### config.mk
export PLATFORM = sky130hd
export DESIGN_NAME = consmax_row_normalizer
export DESIGN_NICKNAME = d
export VERILOG_FILES = /design/src/rtl/consmax_row_normalizer.sv
export SDC_FILE = /design/constraint.sdc
export NUM_CORES = 2
export LEC_CHECK = 0
export ABC_AREA = 1
export CORE_UTILIZATION = 55
export DETAILED_ROUTE_END_ITERATION = 8
export PLACE_DENSITY = 0.7
export SETUP_SLACK_MARGIN = 0.1
export SYNTH_ARGS = -nofsm -noshare
export SYNTH_HDL_FRONTEND = slang
export SYNTH_SLANG_ARGS = --single-unit
export TNS_END_PERCENT = 10
### constraint.sdc
create_clock -name clk -period 9.95 [get_ports clk]
set_input_delay 1.99 -clock clk [delete_from_list [all_inputs] [get_ports clk]]
set_output_delay 1.99 -clock clk [all_outputs]
set_load 0.005 [all_outputs]
### src/rtl/consmax_row_normalizer.sv
// Softmax row normalizer: buffers one row of exponents and their sum, forms
// floor(2^RECIP_BIT / sum) with a serial divider, then streams saturated probabilities.

module consmax_row_normalizer #(
    parameter int ROW_LEN   = 256,
    parameter int DATA_BIT  = 8,
    parameter int OUT_BIT   = 8,
    parameter int RECIP_BIT = 24
) (
    input  logic                clk,
    input  logic                rst_n,
    input  logic [DATA_BIT-1:0] idata,
    input  logic                idata_valid,
    input  logic                idata_last,
    output logic                in_ready,
    output logic [OUT_BIT-1:0]  odata,
    output logic                odata_valid,
    output logic                odata_last,
    input  logic                out_ready
);

    localparam int IDX_BIT  = $clog2(ROW_LEN);
    localparam int SUM_BIT  = DATA_BIT + IDX_BIT + 1;
    localparam int LEN_BIT  = IDX_BIT + 1;
    localparam int Q_BIT    = RECIP_BIT + 1;
    localparam int REM_BIT  = SUM_BIT + 1;
    localparam int PROD_BIT = DATA_BIT + Q_BIT;
    localparam int DCNT_BIT = $clog2(RECIP_BIT + 1);
    localparam int SHIFT    = RECIP_BIT - OUT_BIT;

    localparam logic [1:0] ST_FILL   = 2'd0;
    localparam logic [1:0] ST_DIVIDE = 2'd1;
    localparam logic [1:0] ST_DRAIN  = 2'd2;

    localparam logic [IDX_BIT-1:0]  CNT_LAST  = IDX_BIT'(ROW_LEN - 1);
    localparam logic [IDX_BIT-1:0]  CNT_ONE   = IDX_BIT'(1);
    localparam logic [IDX_BIT-1:0]  CNT_ZERO  = {IDX_BIT{1'b0}};
    localparam logic [LEN_BIT-1:0]  LEN_ONE   = LEN_BIT'(1);
    localparam logic [LEN_BIT-1:0]  LEN_ZERO  = {LEN_BIT{1'b0}};
    localparam logic [SUM_BIT-1:0]  SUM_ZERO  = {SUM_BIT{1'b0}};
    localparam logic [REM_BIT-1:0]  REM_ZERO  = {REM_BIT{1'b0}};
    localparam logic [Q_BIT-1:0]    Q_ZERO    = {Q_BIT{1'b0}};
    localparam logic [DCNT_BIT-1:0] DCNT_TOP  = DCNT_BIT'(RECIP_BIT);
    localparam logic [DCNT_BIT-1:0] DCNT_ONE  = DCNT_BIT'(1);
    localparam logic [DCNT_BIT-1:0] DCNT_ZERO = {DCNT_BIT{1'b0}};
    localparam logic [OUT_BIT-1:0]  OUT_MAX   = {OUT_BIT{1'b1}};
    localparam logic [OUT_BIT-1:0]  OUT_ZERO  = {OUT_BIT{1'b0}};
    localparam logic [PROD_BIT-1:0] PROD_MAX  = PROD_BIT'(OUT_MAX);

    logic [DATA_BIT-1:0] row_buf [ROW_LEN];

    logic [1:0]          state_r;
    logic [1:0]          state_nxt_s;
    logic [IDX_BIT-1:0]  cnt_r;
    logic [SUM_BIT-1:0]  sum_r;
    logic [LEN_BIT-1:0]  len_r;
    logic [REM_BIT-1:0]  rem_r;
    logic [Q_BIT-1:0]    quot_r;
    logic [DCNT_BIT-1:0] div_cnt_r;
    logic [LEN_BIT-1:0]  rd_idx_r;
    logic                in_ready_r;

    logic                s1_valid_r;
    logic                s1_last_r;
    logic [DATA_BIT-1:0] s1_data_r;
    logic [OUT_BIT-1:0]  odata_r;
    logic                odata_valid_r;
    logic                odata_last_r;

    logic                in_fire_s;
    logic                close_s;
    logic [SUM_BIT-1:0]  sum_add_s;
    logic [REM_BIT-1:0]  rem_shift_s;
    logic [REM_BIT-1:0]  rem_dif_s;
    logic                rem_ge_s;
    logic                out_adv_s;
    logic                s1_load_s;
    logic                rd_issue_s;
    logic                drain_done_s;
    logic [PROD_BIT-1:0] prod_s;
    logic [PROD_BIT-1:0] scaled_s;
    logic [OUT_BIT-1:0]  sat_s;

    assign in_ready    = in_ready_r;
    assign odata       = odata_r;
    assign odata_valid = odata_valid_r;
    assign odata_last  = odata_last_r;

    // Handshake, accumulation, divider step and drain pipeline control terms.
    always_comb begin
        in_fire_s    = idata_valid & in_ready_r;
        sum_add_s    = sum_r + SUM_BIT'(idata);
        close_s      = in_fire_s & (idata_last | (cnt_r == CNT_LAST));
        // Dividend 2^RECIP_BIT: a single one in the first step, zeros afterwards.
        rem_shift_s  = (rem_r << 1) | REM_BIT'(div_cnt_r == DCNT_TOP);
        rem_ge_s     = (rem_shift_s >= REM_BIT'(sum_r));
        rem_dif_s    = rem_shift_s - REM_BIT'(sum_r);
        out_adv_s    = ~odata_valid_r | out_ready;
        s1_load_s    = ~s1_valid_r | out_adv_s;
        rd_issue_s   = (state_r == ST_DRAIN) & (rd_idx_r < len_r) & s1_load_s;
        drain_done_s = odata_valid_r & out_ready & odata_last_r;
        prod_s       = PROD_BIT'(s1_data_r) * PROD_BIT'(quot_r);
        scaled_s     = prod_s >> SHIFT;
        if (scaled_s > PROD_MAX) begin
            sat_s = OUT_MAX;
        end else begin
            sat_s = scaled_s[OUT_BIT-1:0];
        end
    end

    // Next-state selection; a zero-sum row skips the divider entirely.
    always_comb begin
        state_nxt_s = state_r;
        case (state_r)
            ST_FILL: begin
                if (close_s) begin
                    state_nxt_s = (sum_add_s == SUM_ZERO) ? ST_DRAIN : ST_DIVIDE;
                end else begin
                    state_nxt_s = ST_FILL;
                end
            end
            ST_DIVIDE: begin
                if (div_cnt_r == DCNT_ZERO) begin
                    state_nxt_s = ST_DRAIN;
                end else begin
                    state_nxt_s = ST_DIVIDE;
                end
            end
            ST_DRAIN: begin
                if (drain_done_s) begin
                    state_nxt_s = ST_FILL;
                end else begin
                    state_nxt_s = ST_DRAIN;
                end
            end
            default: state_nxt_s = ST_FILL;
        endcase
    end

    // Row bookkeeping, serial restoring divider and drain read pointer.
    always_ff @(posedge clk or negedge rst_n) begin
        if (!rst_n) begin
            state_r    <= ST_FILL;
            cnt_r      <= CNT_ZERO;
            sum_r      <= SUM_ZERO;
            len_r      <= LEN_ZERO;
            rem_r      <= REM_ZERO;
            quot_r     <= Q_ZERO;
            div_cnt_r  <= DCNT_ZERO;
            rd_idx_r   <= LEN_ZERO;
            in_ready_r <= 1'b0;
        end else begin
            state_r    <= state_nxt_s;
            in_ready_r <= (state_nxt_s == ST_FILL);
            case (state_r)
                ST_FILL: begin
                    if (in_fire_s) begin
                        cnt_r <= cnt_r + CNT_ONE;
                        sum_r <= sum_add_s;
                    end
                    if (close_s) begin
                        len_r     <= LEN_BIT'(cnt_r) + LEN_ONE;
                        rem_r     <= REM_ZERO;
                        quot_r    <= Q_ZERO;
                        div_cnt_r <= DCNT_TOP;
                        rd_idx_r  <= LEN_ZERO;
                    end
                end
                ST_DIVIDE: begin
                    rem_r     <= rem_ge_s ? rem_dif_s : rem_shift_s;
                    quot_r    <= (quot_r << 1) | Q_BIT'(rem_ge_s);
                    div_cnt_r <= div_cnt_r - DCNT_ONE;
                end
                ST_DRAIN: begin
                    if (rd_issue_s) begin
                        rd_idx_r <= rd_idx_r + LEN_ONE;
                    end
                    if (drain_done_s) begin
                        cnt_r <= CNT_ZERO;
                        sum_r <= SUM_ZERO;
                    end
                end
                default: begin
                    cnt_r <= CNT_ZERO;
                    sum_r <= SUM_ZERO;
                end
            endcase
        end
    end

    // Row buffer write port and registered read port (first drain stage).
    always_ff @(posedge clk) begin
        if (in_fire_s) begin
            row_buf[cnt_r] <= idata;
        end
        if (rd_issue_s) begin
            s1_data_r <= row_buf[rd_idx_r[IDX_BIT-1:0]];
        end
    end

    // Read-stage valid/last flags; they only advance when the output stage can take them.
    always_ff @(posedge clk or negedge rst_n) begin
        if (!rst_n) begin
            s1_valid_r <= 1'b0;
            s1_last_r  <= 1'b0;
        end else begin
            if (s1_load_s) begin
                s1_valid_r <= rd_issue_s;
            end
            if (rd_issue_s) begin
                s1_last_r <= (rd_idx_r == (len_r - LEN_ONE));
            end
        end
    end

    // Output stage: multiply by the reciprocal, saturate, hold while stalled.
    always_ff @(posedge clk or negedge rst_n) begin
        if (!rst_n) begin
            odata_r       <= OUT_ZERO;
            odata_valid_r <= 1'b0;
            odata_last_r  <= 1'b0;
        end else if (out_adv_s) begin
            odata_valid_r <= s1_valid_r;
            if (s1_valid_r) begin
                odata_r      <= sat_s;
                odata_last_r <= s1_last_r;
            end else begin
                odata_last_r <= 1'b0;
            end
        end
    end

endmodule

Word level (Yosys, flattened, before mapping)
Memories as Yosys holds them, arrays and structs flattened. A register that Yosys moved wholly into a read port is not among the register bits. Index checks and enable logic that the tools add are counted.

Memory bits (writable): 2048. Bits in registers: 105. Output and inout bits: 11. Logic and storage cells: 85. Memories kept: 1. Input bits: 13.

Memories: row_buf (words 256, bits a word 8, rd ports 1, clocked after memory_dff 1, wr ports 1, RTL line 50) `logic [DATA_BIT-1:0] row_buf [ROW_LEN];`.

Equality and inequality tests: 9. Magnitude comparators: 3. Add/subtract/negate cells: 7. Multiply operators: 1. Bitwise logic cells: 14. Multiplexer cells: 25. Reduce and logical (&&, ||, !) cells: 11.

Operators with widths (count): $mux 17 (4); $pmux 17 s3 (1); $pmux 25 s2 (1); $pmux 17 s2 (1); $mul 8x25->33 (1); $mux 25 (1); $or 25x1->25 (1); $mux 8 (3); $pmux 8 s3 (1); $ge 18x17->1 (1); $mux 9 (2); $or 18x1->18 (1); $pmux 9 s2 (1); $add 17x8->17 (1); $gt 17x8->1 const B (1); $logic_not 17->1 (1); $sub 17x17->17 (1); $pmux 5 s2 (1); $add 8x1->9 const B (1); $add 9x1->9 const B (1); $eq 9x9->1 (1); $lt 9x9->1 (1); $sub 9x1->9 const B (1); $add 8x1->8 const B (1); 18 further kinds (40).

Logic depth before layout (Yosys ltp)
Depth after elaboration: 6. Depth in mapped cells: 29. Depth with buffers taken out: 28.

Least setup slack after synthesis
Ideal clock, no wire load.

Path kind: register to register. Start point: register s1_data_r[2], read port of row_buf. End point: register odata_r[0], in the netlist odata[0]. Cell stages (with the launch flop): 23. Slack: 5.382 ns. Library setup time: 0.113 ns. Data arrival time: 4.456 ns. Buffers on the path: 2. Clock period less this slack: 4.568 ns. Required time: 9.837 ns. Cells stage by stage: edfxtp_1 > clkbuf_1 > clkbuf_1 > nand2_1 > fa_1 > inv_1 > fa_1 > fa_1 > inv_1 > fa_1 > inv_1 > ha_1 > nand2_1 > nor2_1 > inv_1 > nor3_1 > nand2_1 > nand3_1 > nand3_1 > nor2_2 > nand4_1 > nand2_1 > inv_1.

Cells in the longest elaborated chain, start to end: 3.

RTL lines: start: declaration (RTL line 65) `logic [DATA_BIT-1:0] s1_data_r;`; $mul 8x25->33 (*) (RTL line 102) `prod_s = PROD_BIT'(s1_data_r) * PROD_BIT'(quot_r);`; $gt 17x8->1 (RTL line 104) `if (scaled_s > PROD_MAX) begin`; $mux 8 (*) (RTL line 104); end signal: assignment (RTL line 225) `odata_r <= sat_s;`; end: declaration (RTL line 66) `logic [OUT_BIT-1:0] odata_r;`.

Every way passes the cells marked *; elsewhere a longest branch is shown, timed or not. A chain may end at the register's enable or synchronous reset.

Worst setup path in the final report
Start point: register s1_data_r[2], read port of row_buf. End point: register odata_r[2], in the netlist odata[2].

The elaborated chain is that of the path after synthesis.

==> impl_metrics.ini <==
[flow_run]
cap_violations = 0

[die]
die-area_um2 = 175000
coreArea_um2 = 172000
die-width_um = 419
ios = 24
initial_core_util_pct = 55.5
die-height_um = 419
num_rows = 152

[route]
drt-initial-drc-count = 8814
drc = 0
drt_pass1_iterations = 6
wirelength_um = 257000
vias_per_cell = 6.11
ant_nets = 0
post_drt_wl_per_cell_um = 24.4
vias = 64300

[clock_network]
cts_setup_buffers = 0
clk_pin_slew_ns = 0.06
hold_buffers = 0
post_cts_resized = 0
cts_tree = done
h-tree-depth = 4
clockRootBuffer = clkbuf_16
clock_latency_ns = 0.86
cts_buffer_depth = 3
cts.sinks = 2161
numCtsBuffers = 209

[setup_path]
critical_path.startpoint_type = flop
cp-end-kind = flop
cp_max_fo = 25
worstSetupPathType = flop to flop
cp.required_ns = 10.66
arrival_ns = 6.06

[layout]
drive_above_1_share_pct = 5.38
final_cells = 10500
area_delta_synth_final_pct = 8.26
fillers = 13400
fin_nets = 8279

[pwr]
power_density_nw_per_um2 = 255
peakVddDrop_uv = 224
leakagePower_nw = 36.4

[yosys]
syn-cell-area_um2 = 95500
yosysWarningCount = 0
yosys_register_bits = 2161
netlist_instances = 8239
synth_common_cells = edfxtp_1 (2056), nor2_1 (1558), o21ai_0 (998)
async_reset_ff_share_pct = 4.86
yosysMostFrequentCell = edfxtp_1
syn_nets = 8483
synth.distinct_cells = 47
ys.flop_type = edfxtp_1
synth_edf_count = 2056
synth_top_area_share_pct = 64.6
syn_avg_cell_area_um2 = 11.6
synth.area.top_cells = edfxtp_1 (65%), nor2_1 (6.1%), o21ai_0 (5.2%)
ys_seq_area_share_pct = 67.4
synth_top_area_cell = edfxtp_1

[sta]
fin_skew_ns = 0.0395
relSlewSlack_pct = 21.3
period_share_pct = 53.8
setup_viol = 0
fin_tns_setup_ns = 0
fmax_mhz = 187
fin_crit_ns = 5.35
worstMarginPinSlew_ns = 1.18
finalMaxSlewViolations = 0
rsz0062_at_grt = no
hold_viol = 0

[placement]
portBuffers = 23
routabilityCongestion = 0.926
placedCellCount = 10100
place.detailed.hpwl_um = 151000

[global_route]
grt_util_met3_pct = 5.37
antenna_found_initial = 3
overflow = 0
grtUsageMet1_pct = 40.3
grt_pass1_vias = 62100
grt_pass1_wl_um = 385000
met2_usage_pct = 45.9
top_usage_layer = met2
grt_usage_pct = 29.2
grt_max_degree = 214

[hold_path]
hold_class = flop to flop

[status]
run_status = finished clean
==> path summary, 6_finish.rpt <==
check                                   from     endpoint  slack (ns)  depth (start not counted)
max in group asynchronous              rst_n  rd_idx_r[2]        7.39                          2
worst max-delay path            s1_data_r[2]     odata[2]        4.60                         21
worst min-delay path              s1_valid_r  odata_valid        0.50                          2
worst max register to register  s1_data_r[2]     odata[2]        4.60                         21
worst min register to register    s1_valid_r  odata_valid        0.50                          2
min in group asynchronous              rst_n     in_ready        1.08                          1
==> cell usage in the layout (no fill, tap or decap), types with 4 or more instances in the layout <==
master / count
nand3b_1: 10
o21ai_0: 998
o221ai_1: 47
nor2_2: 6
a21oi_1: 146
nor2_4: 4
inv_4: 4
nor2_1: 1556
nand2_1: 872
clkbuf_16: 212
nand3_2: 8
bufinv_16: 16
buf_12: 9
clkinv_1: 45
ha_1: 92
nand3_1: 328
clkinv_4: 4
clkinvlp_4: 9
nand4_1: 42
nand2_2: 4
o211ai_1: 214
o21bai_1: 6
dfrtp_1: 101
clkdlybuf4s50_1: 14
edfxtp_1: 2056
or2_2: 9
clkbuf_1: 57
clkinv_8: 5
clkinv_2: 30
xor2_1: 36
nor3_1: 31
xnor2_1: 11
o21ai_1: 104
o22ai_1: 324
inv_1: 522
fa_1: 139
buf_4: 88
inv_2: 6
buf_8: 8
==> state kept, by name, indices dropped and copies added (netlist names) <==
name         flops
cnt_r            8
div_cnt_r        5
in_ready         1
len_r            9
odata            8
odata_last       1
odata_valid      1
quot_r          25
rd_idx_r         9
rem_r           17
row_buf       2048
s1_data_r        8
s1_last_r        1
s1_valid_r       1
state_r          2
sum_r           17
==> metrics by stage <==
stage | cell area (um2) | hold slack [ns] | util (%) | worst slack (ns) | total power [mW]
finish | 103000 | 0.504 | 60.1 | 4.60 | 26.3
floorplan | 95500 | 0.443 | - | 5.38 | 16.2
detailed placement | 96800 | 0.484 | 56.2 | 4.66 | 18.6
CTS | 103000 | 0.500 | 60.1 | 4.64 | 26.3
global route | 103000 | 0.537 | 60.1 | 4.23 | 27.5
global placement | 96800 | 0.469 | 56.2 | 4.74 | 18.5
==> kinds of logic (layout without fill, tap and decap cells) <==
family          Yosys count  in the layout  share of synthesized area, %
compound gates         1851           1851                          10.9
xor+xnor                 47             47                         0.431
fa+ha+maj               231            231                          4.12
buf+inv                1070           1040                          5.12
flops                  2161           2161                          67.4
other cells               0              2                             0
simple gates           2879           2879                          12.0
==> critical path, stage by stage, from the launching register on <==
cell and delay, ns:
edfxtp_1 1.04, nand2_1 0.18, fa_1 0.58, inv_1 0.05, fa_1 0.52, inv_1 0.05, fa_1 0.40, fa_1 0.51
inv_1 0.04, ha_1 0.36, a21oi_1 0.24, o21ai_0 0.17, inv_1 0.08, o21ai_0 0.08, a21oi_1 0.18, nand2_1 0.07
nand2_1 0.05, nand2_1 0.06, nor2_2 0.26, nand4_1 0.14, nand2_1 0.09, inv_1 0.04
==> where the power goes <==
part	switching, mW	leakage, nW	internal [mW]
Sequential	0.282	19.8	10.1
Clock	3.43	3.22	4.34
Combinational	5.71	13.4	2.43
==> layer usage <==
metal,part of all wire (%),vias up
met5,0,-
met4,4.2,0
met3,9.5,542
met2,47,3469
met1,39,31500
li1,-,28700
==> cell type report <==
cell class                      instances  area [um2]  area share (%)
Inverter                              536        2040            1.97
Tap cell                             2310        2890            2.79
Timing Repair Buffer                  119        1100            1.06
Sequential cell                      2161       64400            62.3
Multi-Input combinational cell       5008       26300            25.5
Antenna cell                            2        5.00         0.00484
Clock inverter                        116        1140            1.11
Clock buffer                          269        5520            5.34
Power figures use the tool's default switching activity.
